===== src/rtl/imagine_pkg.sv =====
// Shared definitions for the complex datapath: operand widths, ALU opcodes
// and the power-sequencer state encoding.
package imagine_pkg;

  localparam int NUMBER_SIZE = 8;
  localparam int OP_SIZE     = 4;

  localparam logic [OP_SIZE-1:0] MUL_OP  = 4'b0010;
  localparam logic [OP_SIZE-1:0] MOVE_OP = 4'b0111;

  typedef enum logic [1:0] {
    IDLE = 2'd0,
    SQ   = 2'd1,
    MUL  = 2'd2,
    DONE = 2'd3
  } pow_state_e;

endpackage


===== src/rtl/complex_pow_seq.sv =====
// Square-and-multiply sequencer computing z^n through the shared complex ALU,
// issuing one MUL per granted cycle and idling the ALU lines otherwise.
module complex_pow_seq
  import imagine_pkg::*;
#(
  parameter int EXP_W = 4
) (
  input  logic                   clk,
  input  logic                   rst,
  input  logic                   start,
  input  logic [NUMBER_SIZE-1:0] z_re,
  input  logic [NUMBER_SIZE-1:0] z_im,
  input  logic [EXP_W-1:0]       exp,
  output logic                   busy,
  output logic                   done,
  output logic [NUMBER_SIZE-1:0] res_re,
  output logic [NUMBER_SIZE-1:0] res_im,
  output logic                   alu_req,
  input  logic                   alu_gnt,
  output logic [NUMBER_SIZE-1:0] alu_a1,
  output logic [NUMBER_SIZE-1:0] alu_a2,
  output logic [NUMBER_SIZE-1:0] alu_b1,
  output logic [NUMBER_SIZE-1:0] alu_b2,
  output logic [OP_SIZE-1:0]     alu_op,
  input  logic [NUMBER_SIZE-1:0] alu_out1,
  input  logic [NUMBER_SIZE-1:0] alu_out2
);

  localparam int IDX_W = (EXP_W > 1) ? $clog2(EXP_W) : 1;
  localparam logic [IDX_W-1:0]       IDX_TOP = IDX_W'(EXP_W - 1);
  localparam logic [NUMBER_SIZE-1:0] ONE     = NUMBER_SIZE'(1);

  pow_state_e             state_q, state_d;
  logic [NUMBER_SIZE-1:0] acc_re_q, acc_re_d, acc_im_q, acc_im_d;
  logic [NUMBER_SIZE-1:0] zr_re_q, zr_re_d, zr_im_q, zr_im_d;
  logic [NUMBER_SIZE-1:0] res_re_q, res_re_d, res_im_q, res_im_d;
  logic [EXP_W-1:0]       er_q, er_d;
  logic [IDX_W-1:0]       idx_q, idx_d;

  always_ff @(posedge clk) begin
    if (rst) begin
      state_q  <= IDLE;
      acc_re_q <= '0;
      acc_im_q <= '0;
      zr_re_q  <= '0;
      zr_im_q  <= '0;
      er_q     <= '0;
      idx_q    <= '0;
      res_re_q <= '0;
      res_im_q <= '0;
    end else begin
      state_q  <= state_d;
      acc_re_q <= acc_re_d;
      acc_im_q <= acc_im_d;
      zr_re_q  <= zr_re_d;
      zr_im_q  <= zr_im_d;
      er_q     <= er_d;
      idx_q    <= idx_d;
      res_re_q <= res_re_d;
      res_im_q <= res_im_d;
    end
  end

  always_comb begin
    state_d  = state_q;
    acc_re_d = acc_re_q;
    acc_im_d = acc_im_q;
    zr_re_d  = zr_re_q;
    zr_im_d  = zr_im_q;
    er_d     = er_q;
    idx_d    = idx_q;
    res_re_d = res_re_q;
    res_im_d = res_im_q;
    done     = 1'b0;
    alu_req  = 1'b0;
    alu_op   = MOVE_OP;
    alu_a1   = '0;
    alu_a2   = '0;
    alu_b1   = '0;
    alu_b2   = '0;

    // The result register is loaded on the edge into DONE so it is already
    // valid while done is high.
    case (state_q)
      IDLE: begin
        if (start) begin
          zr_re_d  = z_re;
          zr_im_d  = z_im;
          er_d     = exp;
          acc_re_d = ONE;
          acc_im_d = '0;
          idx_d    = IDX_TOP;
          state_d  = SQ;
        end
      end
      SQ: begin
        alu_req = 1'b1;
        alu_op  = MUL_OP;
        alu_a1  = acc_re_q;
        alu_a2  = acc_im_q;
        alu_b1  = acc_re_q;
        alu_b2  = acc_im_q;
        if (alu_gnt) begin
          acc_re_d = alu_out1;
          acc_im_d = alu_out2;
          if (er_q[idx_q]) begin
            state_d = MUL;
          end else if (idx_q == '0) begin
            state_d  = DONE;
            res_re_d = alu_out1;
            res_im_d = alu_out2;
          end else begin
            idx_d = idx_q - IDX_W'(1);
          end
        end
      end
      MUL: begin
        alu_req = 1'b1;
        alu_op  = MUL_OP;
        alu_a1  = acc_re_q;
        alu_a2  = acc_im_q;
        alu_b1  = zr_re_q;
        alu_b2  = zr_im_q;
        if (alu_gnt) begin
          acc_re_d = alu_out1;
          acc_im_d = alu_out2;
          if (idx_q == '0) begin
            state_d  = DONE;
            res_re_d = alu_out1;
            res_im_d = alu_out2;
          end else begin
            idx_d   = idx_q - IDX_W'(1);
            state_d = SQ;
          end
        end
      end
      DONE: begin
        done    = 1'b1;
        state_d = IDLE;
      end
      default: state_d = IDLE;
    endcase
  end

  assign busy   = (state_q != IDLE);
  assign res_re = res_re_q;
  assign res_im = res_im_q;

endmodule


===== config.mk =====
export PLATFORM = sky130hd
export DESIGN_NAME = complex_pow_seq
export DESIGN_NICKNAME = d
export VERILOG_FILES = /design/src/rtl/imagine_pkg.sv /design/src/rtl/complex_pow_seq.sv
export SDC_FILE = /design/constraint.sdc
export NUM_CORES = 1
export LEC_CHECK = 0
export ABC_AREA = 1
export BUFFER_PORTS_ARGS = -buffer_cell sky130_fd_sc_hd__buf_2
export CORE_MARGIN = 2
export CORE_UTILIZATION = 40
export CTS_CLUSTER_DIAMETER = 40
export CTS_CLUSTER_SIZE = 16
export DETAILED_ROUTE_END_ITERATION = 10
export PLACE_DENSITY = 0.73
export SLEW_MARGIN = 10
export SYNTH_ARGS = -nofsm -noshare
export SYNTH_HDL_FRONTEND = slang
export SYNTH_SLANG_ARGS = --single-unit

===== constraint.sdc =====
create_clock -name clk -period 2.1 [get_ports clk]
set_clock_uncertainty 0.15 [all_clocks]
set_input_delay 0.42 -clock clk [delete_from_list [all_inputs] [get_ports clk]]
set_output_delay 0.42 -clock clk [all_outputs]
set_load 0.05 [all_outputs]

==> summary.md, run 1 <==
| Metric | Value |
|---|---|
| H-tree levels | `2` |
| Num CTS Buffers | `5` |
| Syn Std Cell Area | `roughly 0.0027 mm^2` |
| Max Fclk | `437 MHz` |
| Root buf cell | `clkbuf_8` |
| PD cells | `1850 mW/mm^2` |
| Highest-count cells in the layout ignoring fill and taps | `nor2_1, buf_2, dfxtp_1` |
| Post-DP HPWL | `5.30 mm` |
| Post-layout util | `69.7%` |
| Overall power | `around 8.7 mW` |
| Gate power share | `73.4%` |
| Layout Area Growth over Synthesis | `71.2%` |
| Die Span X | `86.7 um` |
| Period utilization | `109%` |
| Tot GR Track Use | `between 20 and 25%` |
| Violated checks | `setup timing` |
| Crit-path most repeated cell | `buf_12` |
| Grt ovf | `0` |
| RSZ-0062 raised after global routing | `true` |
| Gpl congestion | `about 0.86` |
| Row Count | `30` |
| Sw frac | `roughly 53%` |
| First-pass GRT wire length | `13.3 mm` |
| Sw power | `4.56 mW` |
| TritonCTS clock tree | `done` |
| Hold path depth | `3` |
| Status | `complete, but fails checks` |
| Setup ws final | `-0.190 ns` |
| Reg power frac | `19.8%` |
| Remaining DRCs | `0` |
| Drt pass-1 iters | `5` |
| Worst Path Arrival | `1.72 ns` |
| Mapped Avg Cell Area | `approximately 7.4 um^2` |
| Setup TNS | `-5.69 ns` |
| Worst Tran Pin Value | `0.666 ns` |
| Largest net degree at the start of global routing | `25` |
| CP top delay family | `buffers and inverters` |
| 1st-iter DRT viols | `273` |
| Final Hold Vio Count | `0` |
| Worst path slowest cell | `dfxtp_4` |
| Hold slack | `approximately 0.2 ns` |
| Worst setup SP type | `register` |
| Layout cells sized above 1 | `58.3%` |
| DR WL/cell | `about 19 um` |
| Worst skew pair latency | `approximately 0.32 ns` |
| Die height | `86.7 um` |
| Routed WL | `10.6 mm` |
| Worst-path clk slew | `about 0.1 ns` |
| Final setup viols | `49` |
| Non-filler instance count after layout | `569` |
| Syn Nets | `413` |
| Critical Path Start | `state_q[0]$_SDFFE_PP0P_` |
| Number of max-cap violations | `0` |
| Crit-path cells | `inv_4 -> ha_4 -> buf_12 -> buf_12 -> nand2_4 -> o21ai_4 -> buf_8` |
| Final Slew Violations | `0` |
| Critical Path Sink Type | `primary output` |
| WS Path Type | `reg2out` |
| Min-Delay Startpoint | `z_re[5]` |
| Leakage | `2.02 nW` |
| Yosys cell types | `29` |
| Reg-to-reg startpoint | `state_q[0]$_SDFFE_PP0P_` |
| Vias | `3090` |
| Port Buffers | `92` |
| Max VDD drop | `around 0.82 mV` |
| # clock sinks | `56` |
| Clock power share | `6.8%` |
| Worst Path Required | `1.53 ns` |
| DR vias/cell | `5.43` |
| Crit path buffers/inverters | `4` |
| Nets | `534` |
| Initial antenna violation count | `0` |
| Worst path depth | `7` |
| Register area share after synthesis | `a little over 40%` |
| Max-slew headroom | `a little under three fifths` |
| Reg2reg path depth | `13` |
| Post-Syn Instances | `368` |
| Cell count after placement | `523` |
| P_int | `4.12 mW` |
| CP peak stage delay | `0.37 ns` |
| Ant. Diodes | `0` |
| Vias in the first global route | `about 2700` |
| Minimum clock period | `roughly 2.3 ns` |
| I/O pin total | `95` |
| Core box area | `0.00672 mm^2` |
| Commonest non-fill, non-tap cell in the layout | `nor2_1` |
| Initial core utilization | `40.7%` |
| Flops & latches, synth | `56` |
| Die area | `0.00752 mm^2` |
| Hold Path Class | `in2reg` |
| Warnings, synthesis | `0` |
| Maximum fanout along the worst path | `5` |
| Post-DRT Antenna Nets | `0` |
| Max Root-Sink Buffers | `2` |
worst min-delay path: stages:
cell and delay [ns]:
buf_2 0.07, o21ai_0 0.07, nor2_1 0.08
final cells by class:
cell class | count | area, um^2
fill | 450 | 2030
multi-input combinational | 257 | 1950
timing repair buffer | 138 | 1250
sequential | 56 | 1130
inverter | 30 | 163
tap | 80 | 100
clock buffer | 5 | 68.8
clock inverter | 2 | 11.3
timing repair inverter | 1 | 11.3
final timing paths:
check                             endpoint  slack [ns]
setup reg to reg  acc_im_q[3]$_SDFFE_PP0P_       -0.16
setup / recovery                 alu_b1[4]       -0.19
hold / removal     zr_re_q[5]$_SDFFE_PP0P_        0.20
hold reg to reg     res_im[5]$_SDFFE_PP0P_        0.34
cell families (layout without fill, tap and decap cells):
kind of cell / count (synthesis) / count (layout) / share of synthesized area [%]
flip-flops: 56 / 56 / 41.0
AND/OR/NAND/NOR: 175 / 176 / 30.8
other: 2 / 2 / 0.274
adder cells (fa/ha/maj): 5 / 5 / 2.29
buffers and inverters: 56 / 176 / 10.6
AO/OA/AOI/OAI: 74 / 74 / 15.0
metrics by stage:
stage          worst slack (ns)  cell area (um^2)
6_report                 -0.190              4690
5_1_grt                  -0.227              4690
4_1_cts                  -0.127              4260
3_5_place_dp            -0.0420              3460
3_3_place_gp          -0.000132              3460
2_1_floorplan           -0.0277              3000
synthesized netlist by cell type:
master | count | share of area, %
nand2_2 | 1 | 0.23
nor2_1 | 68 | 9.3
nand2_1 | 51 | 7.0
inv_2 | 2 | 0.27
inv_6 | 1 | 0.32
nor2_4 | 1 | 0.41
nand2_8 | 1 | 0.73
nand3_4 | 1 | 0.64
nor3_1 | 2 | 0.37
nand3_2 | 12 | 4.4
conb_1 | 2 | 0.27
a21oi_1 | 7 | 1.3
inv_1 | 26 | 3.6
buf_2 | 8 | 1.5
o21ai_0 | 49 | 9.0
buf_4 | 3 | 0.82
o21ai_1 | 7 | 1.3
dfxtp_1 | 56 | 41
buf_1 | 1 | 0.14
buf_12 | 2 | 1.5
inv_8 | 1 | 0.41
nand3_1 | 25 | 4.6
nor2_2 | 12 | 2.7
o21ai_2 | 1 | 0.32
buf_6 | 2 | 0.82
clkbuf_1 | 10 | 1.4
nand2_4 | 1 | 0.41
ha_1 | 5 | 2.3
a21oi_2 | 10 | 3.2
flip-flops by register name (all words and copies together) (netlist names):
name and count:
res_im 8, state_q 2, acc_im_q 8, idx_q 2, zr_im_q 8, zr_re_q 8
res_re 8, acc_re_q 8, er_q 4
metal layers:
metal | vias to the layer above | GRT usage (%) | share of wire [%]
met4 | 0 | 9.80 | 4.0
met3 | 47 | 4.29 | 7.0
li1 | 1422 | - | -
met2 | 176 | 37.8 | 50
met1 | 1445 | 29.5 | 39
met5 | - | 0 | 0
what timing repair did:
item | 4_1_cts | 5_1_grt
hold buffers | 0 | 0
setup endpoints to repair | 35 | 53
pin swaps | 11 | 12
cloned | 2 | 2
buffers inserted | 17 | 21
gates resized for setup | 147 | 76
power groups by stage:
stage / Sequential, mW / Combinational, mW / Clock, mW
after floorplan: 1.91 / 2.81 / 0
after global placement: 1.63 / 3.51 / 0
after detailed placement: 1.63 / 3.56 / 0
after CTS: 1.65 / 5.09 / 0.582
after global routing: 1.74 / 6.60 / 0.645
final: 1.72 / 6.37 / 0.594
(Power assumes the default switching activity.)
==> inputs of run 2 (changes only) <==
- SETUP_SLACK_MARGIN: unset -> 0.15
==> summary.md, run 2 (synthesis gave the netlist of run 1 again) <==
| Metric | Value |
|---|---|
| Period utilization | `106% (-3.4 points)` |
| Final Hold Vio Count | `0 (unchanged)` |
| Layout Area Growth over Synthesis | `43.4%` |
| Highest-count cells in the layout ignoring fill and taps | `nor2_1, buf_2, dfxtp_1` |
| # hold bufs at CTS | `0 (unchanged)` |
| DR WL/cell | `14.0 um (-25%)` |
| Drt pass-1 iters | `7 (+2)` |
| Max Root-Sink Buffers | `2 (unchanged)` |
| Core box area | `0.00672 mm^2 (unchanged)` |
| Reg-to-reg startpoint | `state_q[1]$_SDFFE_PP0P_` |
| Worst setup SP type | `register` |
| P_int | `3.03 mW (-26%)` |
| Num CTS Buffers | `5 (unchanged)` |
| Post-layout util | `58.4% (-11 points)` |
| Clock power share | `9.9% (+3.1 points)` |
| Number of max-cap violations | `0 (unchanged)` |
| TritonCTS clock tree | `done` |
| Status | `complete, but fails checks` |
| Worst Tran Pin Value | `0.628 ns (-0.0386 ns)` |
| Initial core utilization | `40.7% (unchanged)` |
| Vias | `2642 (-14%)` |
| Violated checks | `setup timing` |
| Reg power frac | `25.2% (+5.4 points)` |
| Sw frac | `52.4% (-0.14 points)` |
| Ant. Diodes | `0 (unchanged)` |
| Non-filler instance count after layout | `538 (-5.4%)` |
| Minimum clock period | `2.22 ns (-0.0713 ns)` |
| Worst-path clk slew | `0.10 ns (about the same)` |
| Layout cells sized above 1 | `45.0% (-13 points)` |
| Routed WL | `7.51 mm (-29%)` |
| Hold Path Class | `in2reg` |
| First-pass GRT wire length | `12.2 mm (-8.7%)` |
| Port Buffers | `92 (unchanged)` |
| PD cells | `1620 mW/mm^2 (-12%)` |
| H-tree levels | `2 (unchanged)` |
| Largest net degree at the start of global routing | `21 (-16%)` |
| Die height | `86.7 um (unchanged)` |
| Setup ws final | `-0.119 ns (+0.0713 ns)` |
| Commonest non-fill, non-tap cell in the layout | `nor2_1` |
| I/O pin total | `95 (unchanged)` |
| Remaining DRCs | `0 (unchanged)` |
| Leakage | `1.67 nW (-17%)` |
| Gate power share | `64.8% (-8.6 points)` |
| RSZ-0062 raised after global routing | `true` |
| Post-DRT Antenna Nets | `0 (unchanged)` |
| Gpl congestion | `0.826 (-4.2%)` |
| Post-DP HPWL | `5.48 mm (+3.5%)` |
| Critical Path Start | `state_q[1]$_SDFFE_PP0P_` |
| Worst Path Arrival | `1.65 ns (-0.07 ns)` |
| 1st-iter DRT viols | `119 (-56%)` |
| Root buf cell | `clkbuf_8` |
| WS Path Type | `reg2out` |
| Max-slew headroom | `58.1% (+2.6 points)` |
| # clock sinks | `56 (unchanged)` |
| Row Count | `30 (unchanged)` |
| Final Slew Violations | `0 (unchanged)` |
| Final setup viols | `28 (-43%)` |
| Initial antenna violation count | `0 (unchanged)` |
| Grt ovf | `0 (unchanged)` |
| Die area | `0.00752 mm^2 (unchanged)` |
| Worst skew pair latency | `0.31 ns (about the same)` |
| Maximum fanout along the worst path | `17 (+12)` |
| DR vias/cell | `4.91 (-9.6%)` |
| Cell count after placement | `526 (+0.57%)` |
| Tot GR Track Use | `20.3% (-2.7 points)` |
| Worst Path Required | `1.53 ns (about the same)` |
| Max VDD drop | `0.782 mV (-5.1%)` |
| Sw power | `3.34 mW (-27%)` |
| Critical Path Sink Type | `primary output` |
| Max Fclk | `451 MHz (+3.2%)` |
| Vias in the first global route | `2592 (-2.5%)` |
| Min-Delay Startpoint | `z_re[5]` |
| Die Span X | `86.7 um (unchanged)` |
| Nets | `502 (-6.0%)` |
## run 2: cell count changes in the layout (fill, tap and decap cells not counted), moves of 7 or more
cell / change
buf_4: -16
nand3_1: +19
buf_8: -14
nand3_2: -9
clkinvlp_4: +7
nand2_1: +16
nand2_4: -8
nand3_4: -10
## run 2: layer usage
metal  vias to the layer above  routed length [um]  track usage, %
met1                      1197                3570            28.6
li1                       1348                   -               -
met3                         8                 341            2.95
met2                        89                3520            33.1
met5                         -                   0               0
met4                         0                  78            4.55
## run 2: path summary, 6_finish.rpt
kind	slack, ns	depth (start not counted)	endpoint
max	-0.12	6	alu_b2[0]
min	0.21	3	zr_re_q[5]$_SDFFE_PP0P_
max reg2reg	0.29	9	acc_im_q[4]$_SDFFE_PP0P_
min reg2reg	0.34	2	acc_re_q[4]$_SDFFE_PP0P_
## run 2: worst max-delay path, stage by stage, from the launching register on
cell	delay, ns
dfxtp_4	0.37
inv_4	0.05
ha_4	0.31
buf_12	0.16
nand2_2	0.11
o21ai_4	0.17
buf_6	0.17
## run 2: cell type report
type	count	area, um^2
timing repair buffer	108	865
tap	80	100
inverter	30	164
multi-input combinational	256	1570
clock buffer	5	68.8
sequential	56	1130
clock inverter	3	28.8
fill	605	2790
## run 2: through the flow
stage / cell area [um^2] / setup WS [ns] / setup TNS [ns] / hold slack [ns] / power [mW]
CTS: 3880 / -0.126 / -1.96 / 0.199 / 6.28
detailed placement: 3510 / 0.0226 / 0 / 0.316 / 5.31
global route: 3930 / -0.167 / -3.65 / 0.199 / 6.79
floorplan: 3030 / -0.0277 / -0.138 / 0.295 / 4.73
global placement: 3510 / 0.0728 / 0 / 0.313 / 5.25
finish: 3930 / -0.119 / -1.76 / 0.206 / 6.37
## run 2: timing repair
item / in CTS / in global routing
setup buffers: 3 / 1
pin swaps: 2 / 0
setup endpoints to repair: 34 / 39
gates resized for setup: 83 / 6
## run 2: power by group through the flow
stage	clock (mW)	combinational, mW	sequential (mW)
finish	0.634	4.13	1.61
global route	0.697	4.45	1.64
detailed placement	0	3.70	1.61
floorplan	0	2.82	1.91
global placement	0	3.64	1.61
CTS	0.656	4.02	1.60
==> inputs of run 3 (changes only) <==
- HOLD_SLACK_MARGIN: unset -> 0.02
- PLACE_DENSITY: 0.73 -> 0.66
==> summary.md, run 3 (synthesis gave the netlist of run 1 again) <==
| Metric | Value |
|---|---|
| Critical Path Sink Type | `primary output` |
| Gpl congestion | `0.850 (+2.8%)` |
| Vias | `2797 (+5.9%)` |
| Die Span X | `86.7 um (unchanged)` |
| Hold Path Class | `in2reg` |
| Drt pass-1 iters | `4 (-3)` |
| # clock sinks | `56 (unchanged)` |
| Nets | `521 (+3.8%)` |
| Initial antenna violation count | `0 (unchanged)` |
| Final Slew Violations | `0 (unchanged)` |
| Max VDD drop | `0.743 mV (-5.0%)` |
| Setup ws final | `-0.142 ns (-0.0223 ns)` |
| Period utilization | `107% (+1.1 points)` |
| Final Hold Vio Count | `0 (unchanged)` |
| Leakage | `1.88 nW (+13%)` |
| Root buf cell | `clkbuf_8` |
| Initial core utilization | `40.7% (unchanged)` |
| Post-DRT Antenna Nets | `0 (unchanged)` |
| Sw power | `3.85 mW (+15%)` |
| Worst Tran Pin Value | `0.650 ns (+0.0226 ns)` |
| Overall power | `7.56 mW (+19%)` |
| Placement Cell Area | `0.00349 mm^2 (-0.57%)` |
| Highest-count cells in the layout ignoring fill and taps | `nor2_1, buf_2, dfxtp_1` |
| Max-slew headroom | `56.6% (-1.5 points)` |
| PD cells | `1760 mW/mm^2 (+8.7%)` |
| H-tree levels | `2 (unchanged)` |
| Die area | `0.00752 mm^2 (unchanged)` |
| # hold bufs at CTS | `0 (unchanged)` |
| Num CTS Buffers | `5 (unchanged)` |
| Worst slack, placed | `0.0338 ns (+0.0112 ns)` |
| Vias in the first global route | `2583 (-0.35%)` |
| WS Path Type | `reg2out` |
| Maximum fanout along the worst path | `11 (-6)` |
| Tot GR Track Use | `21.7% (+1.4 points)` |
| Routed WL | `8.34 mm (+11%)` |
| Layout cells sized above 1 | `50.3% (+5.3 points)` |
| DR WL/cell | `15.0 um (+7.3%)` |
| Reg power frac | `21.6% (-3.6 points)` |
| Worst Path Arrival | `1.67 ns (+0.02 ns)` |
| First-pass GRT wire length | `12.8 mm (+4.8%)` |
| Worst Path Required | `1.53 ns (about the same)` |
| Die height | `86.7 um (unchanged)` |
| Post-route cell area | `0.00429 mm^2 (+9.2%)` |
| Clock power share | `8.2% (-1.7 points)` |
| Core box area | `0.00672 mm^2 (unchanged)` |
| Non-filler instance count after layout | `557 (+3.5%)` |
| Max Fclk | `446 MHz (-1.0%)` |
| Cell count after placement | `525 (-0.19%)` |
| Post-DP HPWL | `5.34 mm (-2.6%)` |
| I/O pin total | `95 (unchanged)` |
| Port Buffers | `92 (unchanged)` |
| Layout Area Growth over Synthesis | `56.6%` |
| Sw frac | `50.9% (-1.6 points)` |
| P_int | `3.72 mW (+23%)` |
| Number of max-cap violations | `0 (unchanged)` |
| Status | `complete, but fails checks` |
| Hold slack | `0.188 ns (-0.0181 ns)` |
| Setup TNS | `-2.53 ns (-0.769 ns)` |
| Commonest non-fill, non-tap cell in the layout | `nor2_1` |
| Minimum clock period | `2.24 ns (+0.0223 ns)` |
| Violated checks | `setup timing` |
| RSZ-0062 raised after global routing | `true` |
| Grt ovf | `0 (unchanged)` |
| Final setup viols | `33 (+18%)` |
| Post-layout util | `63.8% (+5.4 points)` |
| DR vias/cell | `5.02 (+2.3%)` |
| Gate power share | `70.2% (+5.4 points)` |
| TritonCTS clock tree | `done` |
| Remaining DRCs | `0 (unchanged)` |
| Max Root-Sink Buffers | `2 (unchanged)` |
| Largest net degree at the start of global routing | `21 (unchanged)` |
| Worst skew pair latency | `0.32 ns (about the same)` |
| Worst setup SP type | `register` |
| Row Count | `30 (unchanged)` |
| 1st-iter DRT viols | `83 (-30%)` |
| Worst-path clk slew | `0.11 ns (about the same)` |
| Ant. Diodes | `0 (unchanged)` |
| FF-to-FF setup slack | `0.05 ns (-0.24 ns)` |
-- run 3: cell count changes in the layout (fill, tap and decap cells not counted), moves of 3 or more --
| cell | change |
|---|---|
| buf_4 | +11 |
| buf_8 | +11 |
| nand2_4 | +8 |
| buf_6 | -5 |
| nand2_1 | -5 |
| nand2_2 | -3 |
| nand3_1 | -3 |
-- run 3: routing by layer --
| layer | up-vias | GRT usage (%) | share of wire, % |
|---|---|---|---|
| met2 | 99 | 33.4 | 46 |
| met1 | 1297 | 30.0 | 47 |
| met3 | 16 | 4.00 | 4.8 |
| met4 | 0 | 9.09 | 2.7 |
| met5 | - | 0 | 0 |
| li1 | 1385 | - | - |
-- run 3: final timing paths --
| kind | start | to | depth (start not counted) |
|---|---|---|---|
| worst min register to register | acc_re_q[1]$_SDFFE_PP0P_ | acc_re_q[1]$_SDFFE_PP0P_ | 2 |
| worst max-delay path | state_q[0]$_SDFFE_PP0P_ | alu_b1[1] | 6 |
| worst max register to register | state_q[1]$_SDFFE_PP0P_ | acc_re_q[6]$_SDFFE_PP0P_ | 11 |
| worst min-delay path | z_im[6] | zr_im_q[6]$_SDFFE_PP0P_ | 3 |
-- run 3: cell type report --
class / count / area, um^2
timing repair buffer: 126 / 1100
multi-input combinational: 256 / 1680
clock buffer: 5 / 68.8
clock inverter: 3 / 20.0
timing repair inverter: 1 / 16.3
fill: 550 / 2430
sequential: 56 / 1130
tap: 80 / 100
inverter: 30 / 171
-- run 3: repair_timing --
action,4_1_cts,5_1_grt
endpoints found under the setup margin,51,54
cloned,2,0
buffers inserted,20,2
endpoints found under the hold margin,0,0
pin swaps,11,9
gates resized for setup,122,22
-- run 3: worst max-delay path, stage by stage (launching register included) --
cell	delay [ns]
dfxtp_4	0.38
inv_4	0.05
ha_4	0.33
buf_8	0.16
nand2_1	0.11
o21ai_4	0.14
buf_6	0.17
-- run 3: power groups by stage --
stage / clock (mW) / combinational [mW] / sequential (mW)
5_1_grt: 0.677 / 5.61 / 1.66
4_1_cts: 0.634 / 5.01 / 1.61
2_1_floorplan: 0 / 2.82 / 1.91
3_5_place_dp: 0 / 3.60 / 1.63
3_3_place_gp: 0 / 3.57 / 1.63
6_report: 0.623 / 5.31 / 1.63
